--- src/rtl/uart_cmd_system.sv ---
// uart_cmd_system
//   Single-clock UART command processor. Received bytes drive a small
//   command FSM that writes/reads a 16x8 register file and runs an 8-bit
//   ALU on reg[0]/reg[1]; read and ALU results go back out on TX_OUT.
//   Commands: 0xAA addr data (write), 0xBB addr (read),
//             0xCC a b fn (load operands + ALU), 0xDD fn (ALU on stored).
// Ports
//   UART_CLK : clock, rising edge
//   RST      : asynchronous active-low reset
//   RX_IN    : serial input, idles high
//   TX_OUT   : serial output, idles high
//   Par_Err  : parity error of the last received frame
//   Stp_Err  : stop-bit error of the last received frame
module uart_cmd_system #(
    parameter int unsigned PRESCALE = 32,
    parameter bit          PAR_EN   = 1'b1,
    parameter bit          PAR_TYP  = 1'b0
) (
    input  logic UART_CLK,
    input  logic RST,
    input  logic RX_IN,
    output logic TX_OUT,
    output logic Par_Err,
    output logic Stp_Err
);

    localparam int unsigned   NBITS    = PAR_EN ? 11 : 10;
    localparam int unsigned   CW       = $clog2(PRESCALE);
    localparam logic [CW-1:0] HALF     = CW'(PRESCALE / 2);
    localparam logic [CW-1:0] LASTC    = CW'(PRESCALE - 1);
    localparam logic [3:0]    LAST_BIT = 4'(NBITS - 1);
    localparam logic [3:0]    PAR_BIT  = 4'd9;

    localparam logic [2:0] ST_IDLE    = 3'd0;
    localparam logic [2:0] ST_WR_ADDR = 3'd1;
    localparam logic [2:0] ST_WR_DATA = 3'd2;
    localparam logic [2:0] ST_RD_ADDR = 3'd3;
    localparam logic [2:0] ST_ALU_A   = 3'd4;
    localparam logic [2:0] ST_ALU_B   = 3'd5;
    localparam logic [2:0] ST_ALU_FN  = 3'd6;

    // ---------------- receiver ----------------
    logic          rx_prev, rx_busy, rx_par, data_valid;
    logic [CW-1:0] rx_cnt;
    logic [3:0]    rx_idx;
    logic [7:0]    rx_data;
    logic          par_bad;

    assign par_bad = PAR_EN && (rx_par != ((^rx_data) ^ PAR_TYP));

    // Bit index 0 is the start bit; the edge-detect cycle counts as cycle 0
    // of that bit, so every bit is sampled exactly PRESCALE/2 cycles in.
    always_ff @(posedge UART_CLK or negedge RST) begin
        if (!RST) begin
            rx_prev    <= 1'b1;
            rx_busy    <= 1'b0;
            rx_par     <= 1'b0;
            rx_cnt     <= '0;
            rx_idx     <= '0;
            rx_data    <= '0;
            data_valid <= 1'b0;
            Par_Err    <= 1'b0;
            Stp_Err    <= 1'b0;
        end else begin
            rx_prev    <= RX_IN;
            data_valid <= 1'b0;
            if (!rx_busy) begin
                if (rx_prev && !RX_IN) begin
                    rx_busy <= 1'b1;
                    rx_cnt  <= CW'(1);
                    rx_idx  <= '0;
                end
            end else begin
                if (rx_cnt == LASTC) begin
                    rx_cnt <= '0;
                    rx_idx <= rx_idx + 4'd1;
                end else begin
                    rx_cnt <= rx_cnt + CW'(1);
                end
                if (rx_cnt == HALF) begin
                    if (rx_idx == 4'd0) begin
                        if (RX_IN) rx_busy <= 1'b0;
                    end else if (rx_idx == LAST_BIT) begin
                        rx_busy    <= 1'b0;
                        Par_Err    <= par_bad;
                        Stp_Err    <= !RX_IN;
                        data_valid <= !par_bad && RX_IN;
                    end else if (PAR_EN && rx_idx == PAR_BIT) begin
                        rx_par <= RX_IN;
                    end else begin
                        rx_data <= {RX_IN, rx_data[7:1]};
                    end
                end
            end
        end
    end

    // ---------------- command FSM, register file, ALU ----------------
    logic [2:0] state;
    logic [3:0] wr_addr;
    logic [7:0] regs [16];
    logic [7:0] alu_res;
    logic [15:0] prod;
    logic       resp_valid;
    logic [7:0] resp_data;

    assign prod = regs[0] * regs[1];

    always_comb begin
        alu_res = '0;
        case (rx_data[3:0])
            4'd0:    alu_res = regs[0] + regs[1];
            4'd1:    alu_res = regs[0] - regs[1];
            4'd2:    alu_res = prod[7:0];
            4'd3:    alu_res = regs[0] & regs[1];
            4'd4:    alu_res = regs[0] | regs[1];
            4'd5:    alu_res = regs[0] ^ regs[1];
            4'd6:    alu_res = {1'b0, regs[0][7:1]};
            4'd7:    alu_res = {regs[0][6:0], 1'b0};
            default: alu_res = '0;
        endcase
    end

    always_comb begin
        resp_valid = 1'b0;
        resp_data  = '0;
        if (data_valid) begin
            if (state == ST_RD_ADDR) begin
                resp_valid = 1'b1;
                resp_data  = regs[rx_data[3:0]];
            end else if (state == ST_ALU_FN) begin
                resp_valid = 1'b1;
                resp_data  = alu_res;
            end
        end
    end

    always_ff @(posedge UART_CLK or negedge RST) begin
        if (!RST) begin
            state   <= ST_IDLE;
            wr_addr <= '0;
            for (int unsigned i = 0; i < 16; i++) regs[i] <= '0;
        end else if (data_valid) begin
            case (state)
                ST_IDLE: begin
                    case (rx_data)
                        8'hAA:   state <= ST_WR_ADDR;
                        8'hBB:   state <= ST_RD_ADDR;
                        8'hCC:   state <= ST_ALU_A;
                        8'hDD:   state <= ST_ALU_FN;
                        default: state <= ST_IDLE;
                    endcase
                end
                ST_WR_ADDR: begin
                    wr_addr <= rx_data[3:0];
                    state   <= ST_WR_DATA;
                end
                ST_WR_DATA: begin
                    regs[wr_addr] <= rx_data;
                    state         <= ST_IDLE;
                end
                ST_ALU_A: begin
                    regs[0] <= rx_data;
                    state   <= ST_ALU_B;
                end
                ST_ALU_B: begin
                    regs[1] <= rx_data;
                    state   <= ST_ALU_FN;
                end
                default: state <= ST_IDLE;
            endcase
        end
    end

    // ---------------- pending response + transmitter ----------------
    logic          pend_full, tx_busy, tx_load;
    logic [7:0]    pend_data;
    logic [10:0]   tx_frame;
    logic [CW-1:0] tx_cnt;
    logic [3:0]    tx_idx;

    assign tx_load = pend_full && !tx_busy;

    // A hand-off to TX in the same cycle frees the slot for a new response.
    always_ff @(posedge UART_CLK or negedge RST) begin
        if (!RST) begin
            pend_full <= 1'b0;
            pend_data <= '0;
        end else begin
            if (tx_load) pend_full <= 1'b0;
            if (resp_valid && (!pend_full || tx_load)) begin
                pend_full <= 1'b1;
                pend_data <= resp_data;
            end
        end
    end

    always_ff @(posedge UART_CLK or negedge RST) begin
        if (!RST) begin
            TX_OUT   <= 1'b1;
            tx_busy  <= 1'b0;
            tx_frame <= '1;
            tx_cnt   <= '0;
            tx_idx   <= '0;
        end else if (tx_load) begin
            tx_busy  <= 1'b1;
            tx_frame <= {1'b1, PAR_EN ? ((^pend_data) ^ PAR_TYP) : 1'b1, pend_data, 1'b0};
            TX_OUT   <= 1'b0;
            tx_cnt   <= '0;
            tx_idx   <= '0;
        end else if (tx_busy) begin
            if (tx_cnt == LASTC) begin
                tx_cnt <= '0;
                if (tx_idx == LAST_BIT) begin
                    tx_busy <= 1'b0;
                    TX_OUT  <= 1'b1;
                end else begin
                    tx_idx <= tx_idx + 4'd1;
                    TX_OUT <= tx_frame[tx_idx + 4'd1];
                end
            end else begin
                tx_cnt <= tx_cnt + CW'(1);
            end
        end
    end

endmodule

--- config.mk ---
export PLATFORM = sky130hd
export DESIGN_NAME = uart_cmd_system
export DESIGN_NICKNAME = d
export VERILOG_FILES = /design/src/rtl/uart_cmd_system.sv
export SDC_FILE = /design/constraint.sdc
export NUM_CORES = 1
export LEC_CHECK = 0
export CAP_MARGIN = 10
export CORE_MARGIN = 5
export CORE_UTILIZATION = 40
export CTS_CLUSTER_DIAMETER = 80
export DETAILED_ROUTE_END_ITERATION = 10
export HOLD_SLACK_MARGIN = 0.02
export PLACE_DENSITY = 0.53
export SLEW_MARGIN = 20
export SYNTH_ARGS = -nofsm -noshare
export SYNTH_HDL_FRONTEND = slang
export SYNTH_SLANG_ARGS = --single-unit
--- constraint.sdc ---
create_clock -name UART_CLK -period 11.6 [get_ports UART_CLK]
set_input_delay 2.32 -clock UART_CLK [delete_from_list [all_inputs] [get_ports UART_CLK]]
set_output_delay 2.32 -clock UART_CLK [all_outputs]
set_load 0.03 [all_outputs]
==> key figures, run 1 <==
Setup path
  – CP Capture Type: flop
  – Max stage delay cell, worst path: dfrtp_1
  – Largest stage delay, worst path: 0.54 ns
  – Crit path buffers/inverters: 3
  – Crit path cell chain: clkinv_1, nor2_1, fa_1, ha_1, inv_1, fa_1, inv_1, fa_1, a21o_1, a21oi_1, xnor2_1, xnor2_1, o221ai_1, a31o_2
  – Crit path kind: flop to flop
  – Top cell by count, worst path: fa_1
  – Worst Path Arrival: 4.54 ns
  – CP top delay family: adder cells
  – Startpoint Class: flop
  – CP required: 11.92 ns
  – CP max FO: 9

Place
  – Pre-CTS setup slack: 7.13 ns
  – DP Wirelength: 17.9 mm
  – GP Congestion: 0.858
  – IO Port Bufs: 5

Yosys
  – Synth Instances: 1,028
  – Synth async-reset ratio: 100%
  – Ys flop type: dfrtp_1
  – Seq/Total Area, Yosys: 44.2%
  – Total number of yosys warnings: 0
  – Yosys top cell by area: dfrtp_1
  – Syn Nets: 1,111
  – Post-synthesis area per instance: 10.4 sq um
  – EDFF count, synth: 0
  – Yosys reg bits: 188
  – Synth top area share: 41.3%
  – Ranking of synthesized cells by area: dfrtp_1 (41%), ha_1 (7.9%), mux4_2 (7.6%)
  – Yosys cell types: 56
  – Syn Std Cell Area: 10,700 sq um

GRT
  – Global-route wire length before repair: 43.1 mm
  – GR Overflow Total: 0
  – Vias in the first global route: 7,573
  – Largest net degree at the start of global routing: 67
  – Initial antenna violation count: 0
  – Total GRT Usage: 17.9%

STA
  – Slew @ Worst Pin: 1.17 ns
  – Final hold vios: 0
  – Max Clk Rate: 237 MHz
  – Min Tclk post-route: 4.22 ns
  – Setup TNS: 0 ns
  – Slew HR: 21.7%
  – Final worst-path cycle share: 36.4%
  – RSZ-0062 raised after global routing: no
  – Final setup viols: 0
  – Final worst slack: 7.38 ns
  – Slew Limit Fails: 0
  – Clk_skew: 0.0193 ns

Power and ir drop
  – Leakage power: 0.00516 uW
  – Max IR drop VDD: 0.0983 mV
  – PwrDens: 124 nW/um^2
  – Overall power: 1440 uW

Routing
  – # DRC: 0
  – Antenna-violating nets left: 0
  – Detailed Routing Iterations Pass 1: 5
  – Via/cell ratio: 5.48
  – Initial DRC count: 471
  – DR WL/cell: 19.3 microns
  – Drt total wl: 26.2 mm
  – Via count: 7,434

Clock network
  – Root Buffer: clkbuf_16
  – Cts bufs inserted: 17
  – Post-cts sizing count: 0
  – Worst-path clk slew: 0.08 ns
  – Max clock buf depth: 2
  – Post-CTS Hold Buffers: 0
  – Postcts setup bufs: 0
  – H-tree levels: 4
  – Clk sink count: 188
  – CTS tree: done
  – Worst skew pair latency: 0.44 ns

Die
  – Row count: 59
  – Core area: 26,200 sq um
  – Initial Util: 40.7%
  – Die area: 30,100 sq um
  – Die width: 173 microns
  – I/O pin cnt: 6
  – Vert. Die Dim: 173 microns

Job
  – Max Cap Viol: 0

Cells and area
  – FF+latch area: 4720 sq um
  – Area occupied by multi-input gates: 5500 sq um
  – Post-layout util: 44.4%
  – Diode count: 0
  – Area growth, synth to finish: 8.98%
  – Share of cells above drive strength 1: 14.8%
  – Layout fillers: 2,479
  – Nets: 1,092

Run status
  – Run status: finished clean

Min path
  – Min-delay worst type: flop to flop
-- cell usage in the layout (no fill, tap or decap), drive strengths merged, types with 4 or more instances in the layout --
cell | netlist | final
nand2 | 190 | 190
dfrtp | 176 | 176
o21ai | 129 | 129
ha | 67 | 67
inv | 56 | 62
mux2 | 48 | 48
xnor2 | 40 | 40
nor2 | 39 | 39
mux4 | 36 | 36
a21oi | 28 | 28
clkbuf | 37 | 18
nand3 | 16 | 16
a22o | 13 | 13
fa | 13 | 13
dfstp | 12 | 12
buf | 16 | 10
clkinv | 3 | 10
nor2b | 9 | 9
xor2 | 9 | 9
nand2b | 8 | 8
and3 | 7 | 7
a22oi | 7 | 7
and2 | 6 | 6
nand4 | 6 | 6
a31oi | 5 | 5
a211oi | 5 | 5
a221o | 5 | 5
mux2i | 5 | 5
nor3b | 4 | 4
clkdlybuf4s50 | 0 | 4
nor3 | 4 | 4
-- path summary, 6_finish.rpt --
path                       cells after the start  slack, ns         from      endpoint
hold reg to reg                                2       0.46  tx_frame[5]   tx_frame[5]
setup / recovery                              14       7.38    regs[112]  pend_data[7]
min in group asynchronous                      1       1.85          RST     regs[121]
setup reg to reg                              14       7.38    regs[112]  pend_data[7]
hold / removal                                 2       0.46  tx_frame[5]   tx_frame[5]
max in group asynchronous                      3       7.77          RST      regs[22]
-- final cells by class --
class / instances / share of cell area (%)
multi-input combinational: 728 / 47.3
tap: 335 / 3.60
clock buffer: 17 / 3.66
inverter: 59 / 1.90
clock inverter: 15 / 1.86
sequential: 188 / 40.6
timing repair buffer: 15 / 1.11
-- power breakdown --
group          internal (uW)  total [uW]  leakage, uW  switching, uW
sequential               673         708      0.00255           35.5
combinational           44.1         107      0.00230           62.8
clock                    317         624     0.000305            307
-- per-stage QoR --
stage	hold slack, ns	cell area (sq um)	cells
6_report	0.457	11600	1357
5_1_grt	0.482	11600	1357
4_1_cts	0.461	11600	1357
3_5_place_dp	0.448	11000	1325
3_3_place_gp	0.449	11000	1325
2_1_floorplan	0.437	10700	1028
-- layer usage --
metal / track usage (%) / vias to the layer above / share of wire (%) / routed length, microns
met1: 25.9 / 3754 / 49 / 12700
met3: 2.79 / 18 / 3.6 / 940
met2: 28.6 / 139 / 47 / 12200
met4: 4.16 / 0 / 0.96 / 252
met5: 0 / - / 0 / 0
li1: - / 3523 / - / -
-- logic make-up after synthesis --
kind of cell	after synthesis	synth area share (%)
AO/OA/AOI/OAI	216	11.9
XOR/XNOR	49	4.02
adder cells (fa/ha/maj)	80	10.3
buffers and inverters	112	4.25
flip-flops	188	44.2
multiplexers	89	13.1
AND/OR/NAND/NOR	294	12.2
-- Yosys cell counts, drive strengths merged, types with 4 or more instances --
master / n
a211oi: 5
a21oi: 28
a221o: 5
a22o: 13
a22oi: 7
a31oi: 5
and2: 6
and3: 7
buf: 16
clkbuf: 37
dfrtp: 176
dfstp: 12
fa: 13
ha: 67
inv: 56
mux2: 48
mux2i: 5
mux4: 36
nand2: 190
nand2b: 8
nand3: 16
nand4: 6
nor2: 39
nor2b: 9
nor3: 4
nor3b: 4
o21ai: 129
xnor2: 40
xor2: 9
-- flip-flops by register name (all words and copies together) (netlist names), 3 cells and up --
name	cells
regs	128
tx_frame	10
pend_data	8
rx_data	8
rx_cnt	5
tx_cnt	5
rx_idx	4
tx_idx	4
wr_addr	4
state	3
-- worst min-delay path: stages, from the launching register on --
cell     delay [ns]
dfstp_2        0.37
nand2_1        0.05
nand2_1        0.04
Power figures use the tool's default switching activity.
==> inputs of run 2 (changes only) <==
PLACE_DENSITY = 0.55   (was 0.53)
clock period = 3.57 ns   (was 11.6 ns; I/O delays follow)
==> run 2 against run 1 <==
Effect of this change:
- the run now ends with negative setup slack left
- utilization increased by 1.6 points
- combinational power increased to 3.3 times the previous value
- clock skew decreased by 0.0025 ns
- sequential share of layout area decreased by 1.4 points
- critical path type unchanged
- largest power group unchanged
- highest routed layer unchanged
==> key figures, run 2 (same netlist as run 1, synthesis figures left out) <==
Setup path
  – CP top delay family: adder cells
  – Crit path cell chain: nand2_2, fa_2, fa_1, inv_1, fa_1, inv_1, fa_1, inv_2, ha_4, a21oi_2, xnor2_2, xnor2_1, o221ai_1, a31o_2
  – Worst Path Arrival: 4.06 ns (-0.48 ns)
  – Max stage delay cell, worst path: fa_1
  – CP Capture Type: flop
  – CP required: 3.90 ns (-8.02 ns)
  – CP max FO: 5 (-4)
  – Startpoint Class: flop
  – Crit path buffers/inverters: 3 (unchanged)
  – Top cell by count, worst path: fa_1
  – Crit path kind: flop to flop
  – Largest stage delay, worst path: 0.52 ns (-0.02 ns)
  – Critical path origin: regs[115]
  – Reg2reg start: regs[115]

Routing
  – Via/cell ratio: 5.38 (-1.9%)
  – Via count: 7,515 (+1.1%)
  – Antenna-violating nets left: 0 (unchanged)
  – # DRC: 0 (unchanged)
  – Detailed Routing Iterations Pass 1: 4 (-1)
  – Initial DRC count: 485 (+3.0%)
  – Drt total wl: 26.1 mm (-0.13%)
  – DR WL/cell: 18.7 microns (-3.1%)

STA
  – Max Clk Rate: 268 MHz (+13%)
  – Slew @ Worst Pin: 0.915 ns (-0.251 ns)
  – Slew HR: 38.9% (+17 points)
  – Final worst slack: -0.157 ns (-7.54 ns)
  – Slew Limit Fails: 0 (unchanged)
  – RSZ-0062 raised after global routing: yes
  – Final hold vios: 0 (unchanged)
  – Min Tclk post-route: 3.73 ns (-0.494 ns)
  – Worst hold margin: 0.172 ns (-0.285 ns)
  – Final setup viols: 2 (+2)
  – Clk_skew: 0.0168 ns (-0.00252 ns)
  – Final worst-path cycle share: 104% (+68 points)

Power and ir drop
  – PwrDens: 385 nW/um^2 (+210%)
  – Leakage power: 0.00536 uW (+3.9%)
  – Max IR drop VDD: 0.313 mV (+220%)

GRT
  – GR Overflow Total: 0 (unchanged)
  – Global-route wire length before repair: 43.8 mm (+1.6%)
  – Total GRT Usage: 18.2% (+0.21 points)
  – Initial antenna violation count: 0 (unchanged)
  – Vias in the first global route: 7,787 (+2.8%)
  – Largest net degree at the start of global routing: 82 (+22%)

Die
  – Initial Util: 40.7% (unchanged)
  – Row count: 59 (unchanged)
  – Die width: 173 microns (unchanged)
  – I/O pin cnt: 6 (unchanged)
  – Core area: 26,200 sq um (unchanged)
  – Vert. Die Dim: 173 microns (unchanged)
  – Die area: 30,100 sq um (unchanged)

Cells and area
  – Nets: 1,133 (+3.8%)
  – Leading cell type in the layout, fill and taps excluded: nand2_1
  – Commonest cells after routing, fill and taps aside: nand2_1 (188), dfrtp_1 (170), o21ai_0 (127)
  – Reg with most FFs: regs
  – Share of cells above drive strength 1: 20.6% (+5.8 points)
  – Diode count: 0 (unchanged)
  – Max reg flops: 128 (unchanged)
  – Area occupied by multi-input gates: 5600 sq um (+1.8%)
  – Largest regs: regs x128, tx_frame x10
  – Layout Cells excl Fill: 1,398 (+3.0%)
  – FF+latch area: 4730 sq um (+0.13%)
  – Area growth, synth to finish: 12.9%
  – Layout fillers: 2,470 (-0.36%)

Clock network
  – Max clock buf depth: 2 (unchanged)
  – Clk sink count: 188 (unchanged)
  – Worst-path clk slew: 0.08 ns (about the same)
  – Worst skew pair latency: 0.45 ns (about the same)
  – CTS tree: done
  – Cts bufs inserted: 17 (unchanged)
  – Root Buffer: clkbuf_16
  – H-tree levels: 4 (unchanged)

Place
  – DP Wirelength: 18.1 mm (+1.5%)
  – GP Congestion: 0.847 (-1.3%)
  – DP Cell Count: 1,364 (+2.9%)
  – IO Port Bufs: 5 (unchanged)

Run status
  – Violated checks: negative setup slack
  – Run status: finished, violations left

Job
  – Max Cap Viol: 0 (unchanged)

Min path
  – Min-delay worst type: input port to asynchronous set/reset pin
[run 2: cell count changes in the layout (fill, tap and decap cells not counted), sizes merged]
| cell | before | now |
|---|---|---|
| clkbuf | 18 | 19 |
| clkinvlp | 1 | 0 |
| clkinv | 10 | 11 |
| buf | 10 | 51 |
| bufinv | 1 | 0 |
[run 2: repair_timing]
| item | CTS | global route |
|---|---|---|
| pin swaps | 5 | 10 |
| hold endpoints to repair | 0 | 0 |
| setup buffers | 1 | 1 |
| gates resized for setup | 6 | 9 |
| hold buffers | 0 | 0 |
| setup endpoints to repair | 3 | 5 |
[run 2: cell type report]
class,instances,area share [%]
repair buffers,56,3.74
flip-flops and latches,188,39.2
clock buffers,18,3.64
multi-input cells,728,46.5
well taps,335,3.48
clock inverters,14,1.58
inverters,59,1.86
[run 2: through the flow]
| step | total power (uW) | TNS [ns] | util (%) | worst slack, ns | instance area [sq um] |
|---|---|---|---|---|---|
| after global placement | 2690 | -0.277 | 43.3 | -0.125 | 11300 |
| after floorplan | 2550 | -0.00968 | - | -0.00968 | 10700 |
| after detailed placement | 2700 | -0.429 | 43.3 | -0.193 | 11300 |
| after global routing | 4850 | -1.02 | 46.0 | -0.340 | 12100 |
| final | 4640 | -0.303 | 46.0 | -0.157 | 12100 |
| after CTS | 4690 | -0.300 | 45.8 | -0.137 | 12000 |
[run 2: where the power goes]
group	internal, uW	switching [uW]	total, uW
clock	984	1010	2000
combinational	145	204	349
sequential	2190	113	2300
[run 2: worst paths after layout]
check | slack (ns) | cells after the start | end
worst max-delay path | -0.16 | 14 | pend_data[7]
worst min-delay path | 0.17 | 1 | regs[122]
worst max register to register | -0.16 | 14 | pend_data[7]
worst min register to register | 0.46 | 2 | tx_frame[3]
max in group asynchronous | 2.53 | 2 | state[1]
min in group UART_CLK | 0.46 | 2 | tx_frame[3]
[run 2: metal layers]
metal  track usage, %  wire (microns)  share of wire, %  up-vias
met1             25.9           12600                48     3750
met3             2.66             936               3.6       30
met4             4.66             417               1.6        0
met2             29.3           12200                46      131
met5                0               0                 0        -
li1                 -               -                 -     3604
==> inputs of run 3 (changes only) <==
SLEW_MARGIN = 30   (was 20)
==> run 3 against run 2 <==
Effect of this change:
- the run still ends with negative setup slack left
- routed wire length is 0.63% higher
- total power decreased by 0.13%
- via count shrank 1.0%
- worst hold slack better by 0.0035 ns
- design area increased by 0.36%
- flip-flop and latch count stayed put
- register-to-register slack better by 0.05 ns
- clock-buffer cell count unchanged
- non-clock buffer count increased by 4
- combinational power about the same
- first-iteration DRC count up 3.5%
- critical path type unchanged
- largest power group unchanged
==> key figures, run 3 (same netlist as run 1, synthesis figures left out) <==
Run status
  – Run status: finished, violations left
  – Violated checks: negative setup slack

Clock network
  – Clk sink count: 188 (unchanged)
  – CTS tree: done
  – Cts bufs inserted: 17 (unchanged)
  – Root Buffer: clkbuf_16
  – Post-CTS Hold Buffers: 0 (unchanged)
  – Worst skew pair latency: 0.45 ns (about the same)
  – Max clock buf depth: 2 (unchanged)
  – H-tree levels: 4 (unchanged)
  – Worst-path clk slew: 0.08 ns (about the same)

Cells and area
  – Commonest cells after routing, fill and taps aside: nand2_1 (186), dfrtp_1 (169), o21ai_0 (125)
  – Diode count: 0 (unchanged)
  – Post-layout util: 46.2% (+0.17 points)
  – Final instance area: 12,100 sq um (+0.36%)
  – Layout Cells excl Fill: 1,402 (+0.29%)
  – Leading cell type in the layout, fill and taps excluded: nand2_1
  – Max reg flops: 128 (unchanged)
  – Nets: 1,137 (+0.35%)
  – Layout fillers: 2,453 (-0.69%)
  – Area growth, synth to finish: 13.3%
  – Share of cells above drive strength 1: 21.6% (+1.0 points)
  – Largest regs: regs x128, tx_frame x10
  – Reg with most FFs: regs

Place
  – IO Port Bufs: 5 (unchanged)
  – Placed inst area: 11,400 sq um (about the same)
  – DP Wirelength: 18.2 mm (+0.35%)
  – DP Cell Count: 1,365 (+0.073%)
  – Pre-CTS setup slack: -0.201 ns (-0.00785 ns)
  – GP Congestion: 0.847 (unchanged)

STA
  – Slew HR: 41.6% (+2.7 points)
  – Final hold vios: 0 (unchanged)
  – Worst hold margin: 0.175 ns (+0.00346 ns)
  – Max Clk Rate: 272 MHz (+1.2%)
  – Final worst slack: -0.111 ns (+0.0459 ns)
  – Min Tclk post-route: 3.68 ns (-0.0459 ns)
  – Final setup viols: 2 (unchanged)
  – Clk_skew: 0.0127 ns (-0.00406 ns)
  – RSZ-0062 raised after global routing: yes
  – Slew Limit Fails: 0 (unchanged)
  – Slew @ Worst Pin: 0.874 ns (-0.0403 ns)
  – Final worst-path cycle share: 103% (-1.3 points)

GRT
  – Initial antenna violation count: 0 (unchanged)
  – Largest net degree at the start of global routing: 82 (unchanged)
  – Total GRT Usage: 18.3% (+0.14 points)
  – GR Overflow Total: 0 (unchanged)
  – Global-route wire length before repair: 43.8 mm (+0.19%)
  – Vias in the first global route: 7,788 (+0.013%)

Routing
  – Antenna-violating nets left: 0 (unchanged)
  – Detailed Routing Iterations Pass 1: 5 (+1)
  – # DRC: 0 (unchanged)
  – Via/cell ratio: 5.31 (-1.3%)
  – DR WL/cell: 18.8 microns (+0.34%)
  – Via count: 7,438 (-1.0%)
  – Initial DRC count: 502 (+3.5%)
  – Drt total wl: 26.3 mm (+0.63%)

Setup path
  – Crit path cell chain: nand2_4, fa_2, fa_1, inv_1, fa_1, inv_1, fa_1, inv_2, ha_4, a21oi_2, xnor2_1, xnor2_1, o221ai_1, a31o_2
  – Critical path origin: regs[121]
  – Largest stage delay, worst path: 0.49 ns (-0.03 ns)
  – Worst R2R End: pend_data[7]
  – CP max FO: 4 (-1)
  – Reg2reg start: regs[121]
  – Worst Path Arrival: 4.01 ns (-0.05 ns)
  – Top cell by count, worst path: fa_1
  – Crit path kind: flop to flop
  – Worst Reg-to-Reg Cells: 14 (unchanged)
  – Reg2reg setup slack: -0.11 ns (+0.05 ns)
  – Max stage delay cell, worst path: fa_1
  – CP required: 3.90 ns (about the same)
  – CP Capture Type: flop
  – Startpoint Class: flop

Min path
  – Min-delay worst type: input port to asynchronous set/reset pin

Power and ir drop
  – Max IR drop VDD: 0.253 mV (-19%)
  – PwrDens: 383 nW/um^2 (-0.50%)
  – Leakage power: 0.00538 uW (+0.41%)

Die
  – Row count: 59 (unchanged)
  – Core area: 26,200 sq um (unchanged)
  – Initial Util: 40.7% (unchanged)
  – Die area: 30,100 sq um (unchanged)
  – Die width: 173 microns (unchanged)
  – I/O pin cnt: 6 (unchanged)
  – Vert. Die Dim: 173 microns (unchanged)

Job
  – Max Cap Viol: 0 (unchanged)
## run 3: cell count changes in the layout (fill, tap and decap cells not counted), moves of 2 or more
cell / change
buf_4: +2
inv_1: -3
inv_2: +3
nand2_1: -2
o21ai_0: -2
o21ai_1: +2
## run 3: timing repair
item / 4_1_cts / 5_1_grt
resized for setup: 16 / 11
setup endpoints to repair: 3 / 5
pin swaps: 13 / 4
setup buffers: 4 / 1
## run 3: power breakdown
group | switching (uW) | internal, uW | leakage, uW
logic | 204 | 146 | 0.00254
clock network | 1010 | 983 | 0.000303
registers | 111 | 2190 | 0.00254
total | 1320 | 3310 | 0.00538
## run 3: how the worst max path moves through the flow
| stage | slack (ns) | cells after the start | end |
|---|---|---|---|
| global route | -0.29 | 14 | pend_data[7] |
| detailed placement | -0.20 | 14 | pend_data[7] |
| CTS | -0.13 | 16 | pend_data[7] |
| global placement | -0.13 | 12 | pend_data[6] |
| finish | -0.11 | 14 | pend_data[7] |
| floorplan | -0.01 | 15 | pend_data[7] |
## run 3: metrics by stage
step,setup TNS (ns),total power [uW]
after detailed placement,-0.482,2700
after global placement,-0.277,2690
after CTS,-0.200,4700
final,-0.179,4640
after floorplan,-0.00968,2550
after global routing,-0.687,4860
## run 3: routing by layer
| layer | part of all wire [%] | global-route usage [%] | up-vias |
|---|---|---|---|
| li1 | - | - | 3605 |
| met1 | 47 | 25.7 | 3665 |
| met2 | 47 | 29.3 | 132 |
| met3 | 3.8 | 3.12 | 36 |
| met4 | 2.3 | 5.29 | 0 |
| met5 | 0 | 0 | - |
## run 3: layout make-up
cell class / instances / area, sq um / share of cell area (%)
clock inverter: 14 / 185 / 1.53
multi-input combinational: 728 / 5620 / 46.5
inverter: 59 / 224 / 1.85
timing repair buffer: 60 / 482 / 3.98
sequential: 188 / 4730 / 39.1
tap: 335 / 419 / 3.47
clock buffer: 18 / 439 / 3.63
## run 3: worst max-delay path, delay by kind of cell (launching register included)
kind	cells	cell delay, ns
fa+ha+maj	5	2.06
simple gates	1	0.06
buf+inv	3	0.17
compound gates	3	0.55
flops	1	0.45
xor+xnor	2	0.28
